[config.mk]
export PLATFORM = sky130hd
export DESIGN_NAME = uart_rx
export DESIGN_NICKNAME = d
export VERILOG_FILES = /design/src/rtl/uart_rx.sv
export SDC_FILE = /design/constraint.sdc
export NUM_CORES = 1
export LEC_CHECK = 0
export BUFFER_PORTS_ARGS = -buffer_cell sky130_fd_sc_hd__clkbuf_2
export CAP_MARGIN = 40
export CORE_MARGIN = 8
export CORE_UTILIZATION = 50
export DETAILED_ROUTE_END_ITERATION = 7
export PLACE_DENSITY_LB_ADDON = 0.3
export SLEW_MARGIN = 20
export SYNTH_ARGS = -nofsm -noshare
export SYNTH_HDL_FRONTEND = slang
export SYNTH_SLANG_ARGS = --single-unit
[constraint.sdc]
create_clock -name clk -period 1.9 [get_ports clk]
set_input_delay 0.38 -clock clk [delete_from_list [all_inputs] [get_ports clk]]
set_output_delay 0.38 -clock clk [all_outputs]
set_load 0.05 [all_outputs]
[src/rtl/uart_rx.sv]
// ----------------------------------------------------------------------------
// uart_rx : 8N1 UART receiver, LSB first.
//
// Brings the asynchronous rx pin through a two-flop synchroniser and watches
// the synchronised line for a start bit. Each bit is then sampled at a fixed
// cycle offset from the point where the start bit was detected. A correctly
// framed byte is presented on rx_data with a one-cycle rx_valid strobe. A stop
// bit sampled low produces a one-cycle rx_frame_err strobe. After that the
// receiver waits for the line to return high before it can re-arm, so a held
// low line or a break condition never starts a new frame.
//
// Ports
//   clk           in   1  system clock
//   rst           in   1  synchronous active-high reset
//   rx            in   1  asynchronous serial input, idle high
//   rx_data       out  8  last correctly framed byte, held until the next good frame
//   rx_valid      out  1  one-cycle strobe: rx_data updated this cycle
//   rx_frame_err  out  1  one-cycle strobe: stop bit sampled low
//   rx_bsy        out  1  high while a frame is in progress (state != IDLE)
// ----------------------------------------------------------------------------
module uart_rx #(
    parameter int          SYSCLOCK = 100000000,
    parameter int          BAUDRATE = 12000000,
    parameter logic [15:0] STARTMID = 16'd4,
    parameter logic [15:0] BIT0MID  = 16'd13,
    parameter logic [15:0] BIT1MID  = 16'd21,
    parameter logic [15:0] BIT2MID  = 16'd29,
    parameter logic [15:0] BIT3MID  = 16'd38,
    parameter logic [15:0] BIT4MID  = 16'd46,
    parameter logic [15:0] BIT5MID  = 16'd54,
    parameter logic [15:0] BIT6MID  = 16'd63,
    parameter logic [15:0] BIT7MID  = 16'd71,
    parameter logic [15:0] STOPMID  = 16'd79
) (
    input  logic       clk,
    input  logic       rst,
    input  logic       rx,
    output logic [7:0] rx_data,
    output logic       rx_valid,
    output logic       rx_frame_err,
    output logic       rx_bsy
);

    // The sample offsets are worked out from these two rates. This guard
    // stops elaboration if the rates cannot give at least two clocks per bit.
    if (SYSCLOCK < 2 * BAUDRATE) begin : g_rate_check
        $error("uart_rx: SYSCLOCK must be at least twice BAUDRATE");
    end

    typedef enum logic [2:0] {
        IDLE,
        START,
        DATA,
        STOP,
        WAIT_IDLE
    } state_t;

    // Registers and their next-state values
    logic        sync1_q;
    logic        rx_s_q;
    state_t      state_q,  state_d;
    logic [15:0] cnt_q,    cnt_d;
    logic [7:0]  shift_q,  shift_d;
    logic [7:0]  data_q,   data_d;
    logic        valid_q,  valid_d;
    logic        ferr_q,   ferr_d;
    logic        bsy_q,    bsy_d;

    logic        bit_mid;

    // True at the centre of any of the eight data bits
    assign bit_mid = (cnt_q == BIT0MID) || (cnt_q == BIT1MID) ||
                     (cnt_q == BIT2MID) || (cnt_q == BIT3MID) ||
                     (cnt_q == BIT4MID) || (cnt_q == BIT5MID) ||
                     (cnt_q == BIT6MID) || (cnt_q == BIT7MID);

    always_comb begin
        // NOTE: every output of this block gets a default first, so no path
        // leaves a value unassigned and no latch is inferred.
        state_d = state_q;
        cnt_d   = cnt_q;
        shift_d = shift_q;
        data_d  = data_q;
        valid_d = 1'b0;
        ferr_d  = 1'b0;

        unique case (state_q)
            IDLE: begin
                // The cycle the low level is first seen counts as offset 0.
                cnt_d = 16'd0;
                if (!rx_s_q) begin
                    state_d = START;
                    cnt_d   = 16'd1;
                end
            end

            START: begin
                cnt_d = cnt_q + 16'd1;
                if (cnt_q == STARTMID) begin
                    if (rx_s_q) begin
                        // The line went high again, so this was a glitch.
                        state_d = IDLE;
                        cnt_d   = 16'd0;
                    end else begin
                        state_d = DATA;
                    end
                end
            end

            DATA: begin
                cnt_d = cnt_q + 16'd1;
                if (bit_mid) begin
                    // LSB arrives first and ends up in bit 0 after 8 shifts.
                    shift_d = {rx_s_q, shift_q[7:1]};
                end
                if (cnt_q == BIT7MID) begin
                    state_d = STOP;
                end
            end

            STOP: begin
                cnt_d = cnt_q + 16'd1;
                if (cnt_q == STOPMID) begin
                    if (rx_s_q) begin
                        // Going back to IDLE before the transmitter finishes
                        // its stop bit lets back-to-back frames be caught.
                        data_d  = shift_q;
                        valid_d = 1'b1;
                        state_d = IDLE;
                        cnt_d   = 16'd0;
                    end else begin
                        ferr_d  = 1'b1;
                        state_d = WAIT_IDLE;
                    end
                end
            end

            WAIT_IDLE: begin
                // The counter saturates here because a break can last
                // indefinitely.
                if (cnt_q != 16'hFFFF) begin
                    cnt_d = cnt_q + 16'd1;
                end
                if (rx_s_q) begin
                    state_d = IDLE;
                    cnt_d   = 16'd0;
                end
            end

            default: begin
                state_d = IDLE;
                cnt_d   = 16'd0;
            end
        endcase

        bsy_d = (state_d != IDLE);
    end

    always_ff @(posedge clk) begin
        if (rst) begin
            // NOTE: sequential state uses non-blocking assignments so that
            // every flop samples values from before the clock edge.
            sync1_q <= 1'b1;
            rx_s_q  <= 1'b1;
            state_q <= IDLE;
            cnt_q   <= 16'd0;
            shift_q <= 8'h00;
            data_q  <= 8'h00;
            valid_q <= 1'b0;
            ferr_q  <= 1'b0;
            bsy_q   <= 1'b0;
        end else begin
            sync1_q <= rx;
            rx_s_q  <= sync1_q;
            state_q <= state_d;
            cnt_q   <= cnt_d;
            shift_q <= shift_d;
            data_q  <= data_d;
            valid_q <= valid_d;
            ferr_q  <= ferr_d;
            bsy_q   <= bsy_d;
        end
    end

    assign rx_data      = data_q;
    assign rx_valid     = valid_q;
    assign rx_frame_err = ferr_q;
    assign rx_bsy       = bsy_q;

endmodule

* After elaboration in Yosys (flattened, before gate mapping) *
Cells that the tools add are included.

storage, ports and cells
  output and inout port bits = 11
  logic and storage cells = 57
  register bits = 40
  input port bits = 3

cells by class
  eq/ne operators = 16
  bitwise logic cells = 2
  reductions and logical operators = 12
  multiplexer cells = 17
  $add $sub $neg = 1

operators with widths
  kind                                                              count
  16-bit 2-to-1 mux                                                 5
  16-bit case mux with 5 select lines                               1
  16-bit by 6-bit == test with 1-bit output, second input constant  4
  16-bit by 5-bit == test with 1-bit output, second input constant  2
  16-bit by 7-bit == test with 1-bit output, second input constant  2
  3-bit 2-to-1 mux                                                  6
  16-bit by 1-bit adder with 16-bit output, second input constant   1
  16-bit by 3-bit == test with 1-bit output, second input constant  1
  16-bit by 4-bit == test with 1-bit output, second input constant  1
  16-bit inequality test, second input constant                     1
  3-bit case mux with 5 select lines                                1
  1-bit logical OR                                                  7
  3-bit by 2-bit == test with 1-bit output, second input constant   2
  3-bit by 1-bit == test with 1-bit output, second input constant   1
  3-bit == test, second input constant                              1
  3-bit logical NOT                                                 1
  1-bit 2-to-1 mux                                                  3
  3-bit inequality test, second input constant                      1
  3-bit AND reduction                                               1
  3-bit nonzero test                                                1
  3-bit OR reduction                                                1
  2-bit 2-to-1 mux                                                  1
  1-bit NOT                                                         2
  2-bit AND reduction                                               1

* Depth between registers and ports, before layout *
  depth in word-level cells = 9
  mapped depth = 8
  depth with buffers taken out = 7

* Worst setup path after synthesis *
Ideal clock, no wire load.

  path type = flip-flop to flip-flop
  start = reg cnt_q[10]
  end = reg bsy_q, in the netlist rx_bsy
  library setup time = 0.127 ns
  data arrival time = 1.883 ns
  slack = -0.110 ns
  required time = 1.773 ns
  period minus slack after synthesis = 2.010 ns
  cell stages (with the launch flop) = 7
  buffers on the path = 1
  path through = dfxtp_1 -> buf_6 -> or4_4 -> o41ai_2 -> o31a_2 -> a21oi_2 -> or3_1

between the ends
  cells in the longest elaborated chain, start to end = 4
  elaborated cells on any way between the ends = 8
  those cells by class = eq/ne: 3; mux: 4; reduce/logical: 1

RTL lines
  item                                                                     line          source
  start, declared                                                          62            logic [15:0] cnt_q, cnt_d;
  start signal, assigned                                                   176           cnt_q <= cnt_d;
  16-bit by 7-bit == test with 1-bit output, or another cell as far along  123           if (cnt_q == STOPMID) begin
  3-bit 2-to-1 mux, on equally long branches                               123, 116, 99
  3-bit case mux with 5 select lines (*)                                   87            unique case (state_q)
  3-bit nonzero test (*)                                                   156           bsy_d = (state_d != IDLE);
  end signal, assigned                                                     181           bsy_q <= bsy_d;
  end, declared                                                            67            logic bsy_q, bsy_d;

Every way passes the cells marked *; elsewhere a longest branch is shown, timed or not.
A chain may end at the register's enable or synchronous reset.

* Final worst setup path *
  start = reg cnt_q[8]
  end = reg bsy_q, in the netlist rx_bsy

Same word-level chain as after synthesis.

==> out/qor.yml <==
status: "finished, violations left"
violations: "setup timing"
drt_iter0_drc: 135
r2r_slack_ns: -0.11
multi_input_area_sq_mm: 0.001104
initial_utilization_pct: 52.10
regArea_sq_um: 808.3
vdd_drop_max_mv: 0.4609
yosys-top-cells-area: "dfxtp_1, mux2i_1, nand2b_1"
synth_ff_type: "dfxtp_1"
io_pins: 14
switchingPower_mw: 0.3427
holdPathStages: 2
track_usage_pct: 14.54
critPathMaxStageDelay_ns: 0.57
grt_max_degree: 22
drive_above_1_share_pct: 31.33
wire_per_inst_um: 14.47
path_buf_inv: 0
fin_area_sq_mm: 0.002422
grt_pass1_wl_um: 7210
required_ns: 2.08
finalClockSkew_ns: 0.003741
io_buffer_count: 13
slew_viol_final: 0
end_kind: "flop"
die_area_sq_mm: 0.006083
remaining_drc_errors: 0
cts_tree: "yes"
cp_max_fo: 3
synth_top_cell_area_share_pct: 41.67
ys_ff_latch: 40
yosys_warnings: 0
leakagePower_nw: 0.9853
r2r_start: "cnt_q[8]"
swShare_pct: 20.86
finalHoldViolCount: 0
clock_latency_ns: 0.29
yosysSeqAreaShare_pct: 41.67
root_buffer: "clkbuf_8"
setup_viol: 24
drtAntennaViolNets: 0
diodes: 0
cp_slowest_cell: "or4_4"
drt_pass1_iterations: 4
p_per_area_mw_per_mm2: 678.2
clk_pin_slew_ns: 0.08
synth_area_sq_mm: 0.001922
p_total_mw: 1.643
crit_path_start_kind: "flop"
antenna_found_initial: 0
p_clk_share_pct: 44.8
routed_via_density: 5.485
clockBufferDepth: 2
hold_start: "rx"
reg2reg_depth: 5
path_class: "reg2reg"
hold_path_end: "sync1_q"
hold_buffers: 0
timing.fmax_ghz: 0.4968
rsz0062_at_grt: "true"
area_growth_syn_to_layout_pct: 26.04
synthDistinctLibCells: 45
synth_top_cell_by_area: "dfxtp_1"
synth_edf_count: 0
rows: 22
worst_slew_pin_slew_ns: 0.4923
core_sq_mm: 0.003689
path_delay_family: "simple AND/OR/NAND/NOR gates"
seqPwrFrac_pct: 51.6
synth_nets: 216
min_period_ns: 2.013
synth_top_cells_by_count: "dfxtp_1, nor2_1, mux2i_1, nand2b_1, a21oi_1"
cts_made_buffers: 5
grt_pass1_vias: 1512
yosys.cell_count.top_type: "dfxtp_1"
gr-total-overflow: 0
synthCells: 209
vias: 1629
hp-class: "in2reg"
synthArstFlopShare_pct: 0
fin_setup_tns_ns: -1.377
intPower_mw: 1.300
gp_congestion: 0.8315
max_cap_viol_count: 0
worstPathCellList: "or4_4, o41ai_4, o31a_2, a21oi_2, or3_1"
p_comb_share_pct: 3.6
place_area_sq_mm: 0.002227
nets: 255
r2r_end: "rx_bsy"
post-place-ws_ns: -0.1481
finalCritPeriodShare_pct: 105.9
fillers: 298
cts_sinks: 40
arrival_ns: 2.19
worst_slack_ns: -0.1128
syn_avg_cell_area_sq_um: 9.195
relSlewSlack_pct: 66.87
die_h_um: 78.00
holdWs_ns: 0.2648
cts_max_level: 2
hpwlAfterDp_um: 2982
fp.dieW_um: 78.00
finalWirelength_um: 4299
worst max path at each step:
stage               from   endpoint  slack [ns]  cells past startpoint
3_3_place_gp    cnt_q[0]     rx_bsy       -0.03                      7
2_1_floorplan  cnt_q[10]     rx_bsy      -0.007                      6
3_5_place_dp    cnt_q[0]     rx_bsy       -0.15                      7
6_report        cnt_q[8]     rx_bsy       -0.11                      5
4_1_cts        cnt_q[11]  cnt_q[14]        -0.1                      6
5_1_grt        cnt_q[13]     rx_bsy       -0.19                      5
cells in the final DEF, fill, tap and decap left out, types with 5 or more instances in the layout:
cell type and n:
nand4_1 7, a21oi_1 9, a31oi_1 5, or3_1 8, mux2i_1 16, clkbuf_8 6
clkbuf_2 13, nor3_1 8, nor2_1 19, nand3_1 5, dfxtp_1 36, nand2b_1 11
buf_4 30, nand2_1 5, o21ai_0 7
logic make-up after synthesis:
kind of cell,after synthesis,share of synthesized area [%]
compound gates,32,11.00
xor+xnor,4,1.823
fa+ha+maj,4,2.604
buf+inv,17,4.036
flops,40,41.67
mux,17,8.919
simple gates,95,29.95
repair_timing:
action / CTS / global route
setup endpoints to repair: 30 / 31
setup buffers: 2 / 0
endpoints found under the hold margin: 0 / 0
pin swaps: 5 / 6
resized for setup: 5 / 11
state kept, by name, indices dropped and copies added (netlist names):
register      count
sync1_q           1
state_q           3
rx_data           8
rx_s_q            1
rx_valid          1
rx_frame_err      1
shift_q           8
rx_bsy            1
cnt_q            16
cell type report:
class,count,area share (%)
Sequential cell,40,33.37
Timing Repair Buffer,44,12.81
Clock buffer,6,3.409
Inverter,5,0.7748
Multi-Input combinational cell,152,45.56
Tap cell,48,2.479
Clock inverter,2,1.601
power groups by stage:
stage               sequential [mW]  clock [mW]  combinational [mW]
finish                        0.848       0.735              0.0592
global route                  0.849       0.775              0.0646
CTS                           0.848       0.755              0.0563
detailed placement            0.868           0              0.0544
global placement              0.868           0              0.0540
floorplan                     0.870           0              0.0287
worst register-to-register path, cell delays in order (launching register included):
cell     delay (ns)
dfxtp_2        0.33
or4_4          0.57
o41ai_4        0.38
o31a_2         0.23
a21oi_2        0.06
or3_1          0.34
routing by layer:
metal | vias up | part of all wire [%] | routed length [um] | track usage (%)
li1 | 840 | - | - | -
met1 | 765 | 47 | 2000 | 17.67
met2 | 19 | 48 | 2060 | 23.48
met3 | 5 | 4.0 | 171 | 4.032
met4 | 0 | 1.5 | 66 | 6.296
met5 | - | 0 | 0 | 0
through the flow:
step,cells,util [%]
6_report,297,65.67
5_1_grt,297,65.67
4_1_cts,297,64.52
3_5_place_dp,287,60.38
3_3_place_gp,287,60.38
2_1_floorplan,209,-
Note: power is estimated with default switching activity, not from simulation.
